## src/rtl/xmem_arb.sv

```systemverilog
// xmem_arb: round-robin two-requester data memory arbiter with burst lock and tagged read return
module xmem_arb #(
  parameter int ADDR_W = 10,
  parameter int DATA_W = 32,
  parameter int MAX_BURST = 4
) (
  input  logic              clk,
  input  logic              rst,
  input  logic              m0_req,
  input  logic              m0_we,
  input  logic              m0_lock,
  input  logic [ADDR_W-1:0] m0_addr,
  input  logic [DATA_W-1:0] m0_wdata,
  output logic              m0_gnt,
  output logic              m0_rvalid,
  input  logic              m1_req,
  input  logic              m1_we,
  input  logic              m1_lock,
  input  logic [ADDR_W-1:0] m1_addr,
  input  logic [DATA_W-1:0] m1_wdata,
  output logic              m1_gnt,
  output logic              m1_rvalid,
  output logic [DATA_W-1:0] rdata,
  output logic              mem_sel,
  output logic              mem_we,
  output logic [ADDR_W-1:0] mem_addr,
  output logic [DATA_W-1:0] mem_wdata,
  input  logic [DATA_W-1:0] mem_rdata
);
  localparam int CW = $clog2(MAX_BURST + 1);
  typedef enum logic [1:0] {LK_NONE, LK_M0, LK_M1} lock_t;
  lock_t lock_owner, lock_next, gnt_own;
  logic last_gnt, last_next, rd_pend0, rd_pend1;
  logic lk0, lk1, over, released, gnt_lock;
  logic [CW-1:0] burst_cnt, burst_next;
  always_comb begin
    lk0 = lock_owner == LK_M0 && m0_req;
    lk1 = lock_owner == LK_M1 && m1_req;
    over = burst_cnt >= CW'(MAX_BURST);
    m0_gnt = lk0 ? (!over || !m1_req) : lk1 ? (over && m0_req) : m0_req && (!m1_req || last_gnt);
    m1_gnt = lk1 ? (!over || !m0_req) : lk0 ? (over && m1_req) : m1_req && (!m0_req || !last_gnt);
    mem_sel = m0_gnt | m1_gnt;
    mem_we = m0_gnt ? m0_we : m1_gnt & m1_we;
    mem_addr = m0_gnt ? m0_addr : m1_gnt ? m1_addr : '0;
    mem_wdata = m0_gnt ? m0_wdata : m1_gnt ? m1_wdata : '0;
    gnt_own = m1_gnt ? LK_M1 : LK_M0;
    gnt_lock = m0_gnt ? m0_lock : m1_lock;
    released = (lock_owner == LK_M0 && !m0_req) || (lock_owner == LK_M1 && !m1_req);
    last_next = mem_sel ? m1_gnt : last_gnt;
    lock_next = mem_sel ? (gnt_lock ? gnt_own : LK_NONE) : (released ? LK_NONE : lock_owner);
    burst_next = mem_sel ? (gnt_lock ? (lock_owner == gnt_own ? (over ? burst_cnt : burst_cnt + CW'(1)) : CW'(1)) : '0)
                         : (released ? '0 : burst_cnt);
  end
  always_ff @(posedge clk) begin
    if (rst) begin
      last_gnt <= 1'b1;
      lock_owner <= LK_NONE;
      burst_cnt <= '0;
      rd_pend0 <= 1'b0;
      rd_pend1 <= 1'b0;
    end else begin
      last_gnt <= last_next;
      lock_owner <= lock_next;
      burst_cnt <= burst_next;
      rd_pend0 <= m0_gnt & ~m0_we;
      rd_pend1 <= m1_gnt & ~m1_we;
    end
  end
  assign m0_rvalid = rd_pend0;
  assign m1_rvalid = rd_pend1;
  assign rdata = mem_rdata;
endmodule

```

## config.mk

```make
export PLATFORM = sky130hd
export DESIGN_NAME = xmem_arb
export DESIGN_NICKNAME = d
export VERILOG_FILES = /design/src/rtl/xmem_arb.sv
export SDC_FILE = /design/constraint.sdc
export NUM_CORES = 1
export LEC_CHECK = 0
export ABC_AREA = 1
export CORE_AREA = 4 4 80 82
export CTS_CLUSTER_SIZE = 8
export DETAILED_ROUTE_END_ITERATION = 6
export DIE_AREA = 0 0 84 86
export PLACE_DENSITY = 0.82
export SYNTH_ARGS = -nofsm -noshare
export SYNTH_HDL_FRONTEND = slang
export SYNTH_SLANG_ARGS = --single-unit
```

## constraint.sdc

```tcl
create_clock -name clk -period 2.4 [get_ports clk]
set_clock_uncertainty 0.15 [all_clocks]
set_input_delay 0.48 -clock clk [delete_from_list [all_inputs] [get_ports clk]]
set_output_delay 0.48 -clock clk [all_outputs]
set_load 0.02 [all_outputs]
```

==> results.md <==
- Final cell area excluding filler cells: 0.00280 mm2
- DRT antenna net count: 0
- NetSw: roughly 500 uW
- Top Family by Delay on Critical Path: buffers and inverters
- Worst Setup EP: mem_wdata[12]
- Outcome: completed
- Tcrit/Tclk final: 97.5%
- Register share of total power: 12.2%
- Final Hold Fails: 0
- Critical path depth: 10
- Critical path startpoint: m1_req
- Routed via count: 1765
- Critical Path AT: 1710 ps
- Overall Global Routing Usage: between 10% and 20%
- Critical path's largest stage delay: around 210 ps
- Detailed Routing Iterations Pass 1: 4
- Post-Syn Area per Cell: 7.40 um2
- Crit Path Max Fanout: 12
- WHS Path Cells: 2
- Vias in the first global route: roughly 1700
- Hold crit path type: flop to flop
- DR iter-0 viols: 47
- DRC Markers: 0
- GPL Wtd Cong: between 0.9 and 1
- Crit path buf inv count: 6
- Area of the core: approximately 0.0057 mm2
- Syn. warnings: 0
- Fill cells: 540
- Reg2Reg Setup Slack: approximately 400 ps
- Reg2reg path depth: 13
- Die Span Y: roughly 86 um
- Max Used Layer: met4
- Commonest non-fill, non-tap cell in the layout: clkdlybuf4s50_1
- Die Footprint: a little over 0.007 mm2
- Highest-count cells in the layout ignoring fill and taps: clkdlybuf4s50_1, a22o_1, buf_2, buf_6, buf_4
- # IOs: 204
- Layout cells sized above 1: 35.4%
- Critical Path End Type: output pin
- Num CTS Buffers: 3
- Routed len/inst: 16.9 um
- Htree depth: 1
- Wl on met1: roughly 2600 um
- Fin util: about half
- RR Startpoint: lock_owner[0]
- Congestion Overflow GR: 0
- Yosys cell types: 24
- Root buffer cell: clkbuf_8
- Port bufs: 139
- Met3 routed WL: about 520 um
- Nets@finish: ~430
- Unrepaired setup endpoints after global routing: false
- TritonCTS clock tree: built
- Synth Instances: approximately 170
- P_int: about 780 uW
- Clk buf depth: 2
- ANT cells: 0
- Mapped cell area: ~0.0012 mm2
- Fin crit period: approximately 2300 ps
- Met2 wire length: between 3000 and 4000 um
- CP max stage cell: a22o_1
- Combinational fraction of design power: 75.8%
- Critical-path cell list: clkdlybuf4s15_2 > inv_2 > nor2_2 > buf_4 > nand3_4 > nand2_4 > inv_8 > clkbuf_16 > a22o_1 > buf_6
- Pin count of the biggest net entering global routing: 25
- Post-DP HPWL: between 4000 and 5000 um
- Max_slew headroom: 83.1%
- Rows: 28
- Num Clock Sinks: 8
- Placed Instance Area: between 0.002 and 0.003 mm2
- Worst setup SP type: input port
- Final-report setup violation count: 0
- Antenna violations before repair: 0
- Initial Util: between 20% and 30%
- Worst-path clk slew: ~40 ps
- Clk_lat worst skew: between 200 and 250 ps
- P_leak: about 1.3 nW
- Switch share: around two fifths
- Setup tns final: 0 ps
- Maximum VDD drop: approximately 0.00025 V
- Worst Path Required: 1770 ps
- Maximum clock rate: between 400 and 500 MHz
- Layout area overhead: 128%
- Setup CP Type: input port to output pin
- Pwr per Cell Area: 463 mW/mm2
- WL final: roughly 6300 um
- Via-per-instance ratio: approximately 4.7
- Global-route wire length before repair: between 9000 and 10000 um
- Tightest Pin Transition: between 200 and 250 ps
- Clock power frac: between 10% and 20%
- # Max-Cap Violations: 0
- Worst reg2reg path endpoint: burst_cnt[1]
- Register area share after synthesis: approximately an eighth
- Die width: between 80 and 90 um
- #FFs+latches synth: 8
- Synthesized Nets: 292
- Final slew viol count: 0
kinds of logic (layout without fill, tap and decap cells):
| kind of cell | Yosys count | count (layout) | share of synthesized area [%] |
|---|---|---|---|
| buffers and inverters | 55 | 186 | 28.8 |
| adders and majority gates | 2 | 2 | 2.04 |
| DFF | 8 | 8 | 13.0 |
| and+or+nand+nor | 52 | 52 | 22.3 |
| AOI/OAI and AO/OA | 49 | 49 | 33.8 |
worst register-to-register path: stages, from the launching register on:
cell     delay, ps
dfxtp_2        350
inv_2           50
nand2_1        100
buf_4          140
nand2_2         60
nand3_4        110
nand2_8         90
buf_16         160
buf_4          140
inv_1           80
nand4_2        190
nand2_1        160
nand3_1         70
nor2_1          90
timing repair:
item	in CTS	in global routing
endpoints found under the hold margin	0	0
hold buffers	0	0
pin swaps	15	7
buffers inserted	2	1
gates cloned	2	3
gates resized for setup	211	37
setup endpoints to repair	46	45
registers in the layout (all words and copies together), names as in the netlist:
| signal | cells |
|---|---|
| lock_owner | 2 |
| last_gnt | 1 |
| burst_cnt | 3 |
| m1_rvalid | 1 |
| m0_rvalid | 1 |
synth_stat cells:
| cell type | count | area (um2) |
|---|---|---|
| dfxtp_1 | 8 | 160 |
| nand3_2 | 3 | 30.0 |
| nor2_2 | 4 | 25.0 |
| nor3_1 | 2 | 10.0 |
| nand4_2 | 1 | 12.5 |
| nand2_1 | 19 | 71.3 |
| o31ai_1 | 1 | 7.51 |
| a22o_1 | 42 | 368 |
| nand2_4 | 2 | 22.5 |
| buf_6 | 1 | 11.3 |
| buf_2 | 4 | 20.0 |
| o41ai_1 | 1 | 8.76 |
| inv_2 | 4 | 15.0 |
| nor2_1 | 7 | 26.3 |
| nand2_2 | 2 | 12.5 |
| nand3_1 | 10 | 50.1 |
| a21oi_2 | 1 | 8.76 |
| a21oi_1 | 3 | 15.0 |
| nand4_1 | 1 | 6.26 |
| ha_1 | 2 | 25.0 |
| inv_1 | 10 | 37.5 |
| nand3b_1 | 1 | 7.51 |
| buf_4 | 36 | 270 |
| o211ai_1 | 1 | 7.51 |
worst min path at each step:
stage          slack, ps         start            to
6_report             370      last_gnt      last_gnt
5_1_grt              410  burst_cnt[1]  burst_cnt[1]
4_1_cts              390      last_gnt      last_gnt
3_5_place_dp         380  burst_cnt[1]  burst_cnt[1]
3_3_place_gp         350  burst_cnt[1]  burst_cnt[1]
2_1_floorplan        300      last_gnt      last_gnt
final cells by class:
cell class,count,area (um2),share of cell area (%)
Timing Repair Buffer,169,1660,59.4
Clock buffer,3,41.3,1.48
Inverter,14,60.1,2.15
Tap cell,75,93.8,3.35
Sequential cell,8,163,5.81
Multi-Input combinational cell,103,777,27.8
routing by layer:
layer  track usage, %  up-vias
li1                 -      824
met3             4.32        8
met2             28.3      107
met4             3.22        0
met1             18.0      826
met5                0        -
power by group through the flow:
| stage | logic (mW) | clock network, mW | registers [mW] |
|---|---|---|---|
| 2_1_floorplan | 0.502 | 0 | 0.159 |
| 3_3_place_gp | 0.918 | 0 | 0.159 |
| 3_5_place_dp | 0.925 | 0 | 0.160 |
| 4_1_cts | 0.983 | 0.162 | 0.158 |
| 5_1_grt | 1.04 | 0.169 | 0.160 |
| 6_report | 0.981 | 0.156 | 0.158 |
stage by stage:
stage / hold slack, ps / worst slack (ps) / total power, mW / cells
floorplan: 302 / 235 / 0.661 / 166
global placement: 348 / -673 / 1.08 / 362
detailed placement: 376 / -680 / 1.08 / 362
CTS: 385 / 1.04 / 1.30 / 369
global route: 411 / 8.72 / 1.37 / 372
finish: 372 / 59.0 / 1.29 / 372
(Power assumes the default switching activity.)
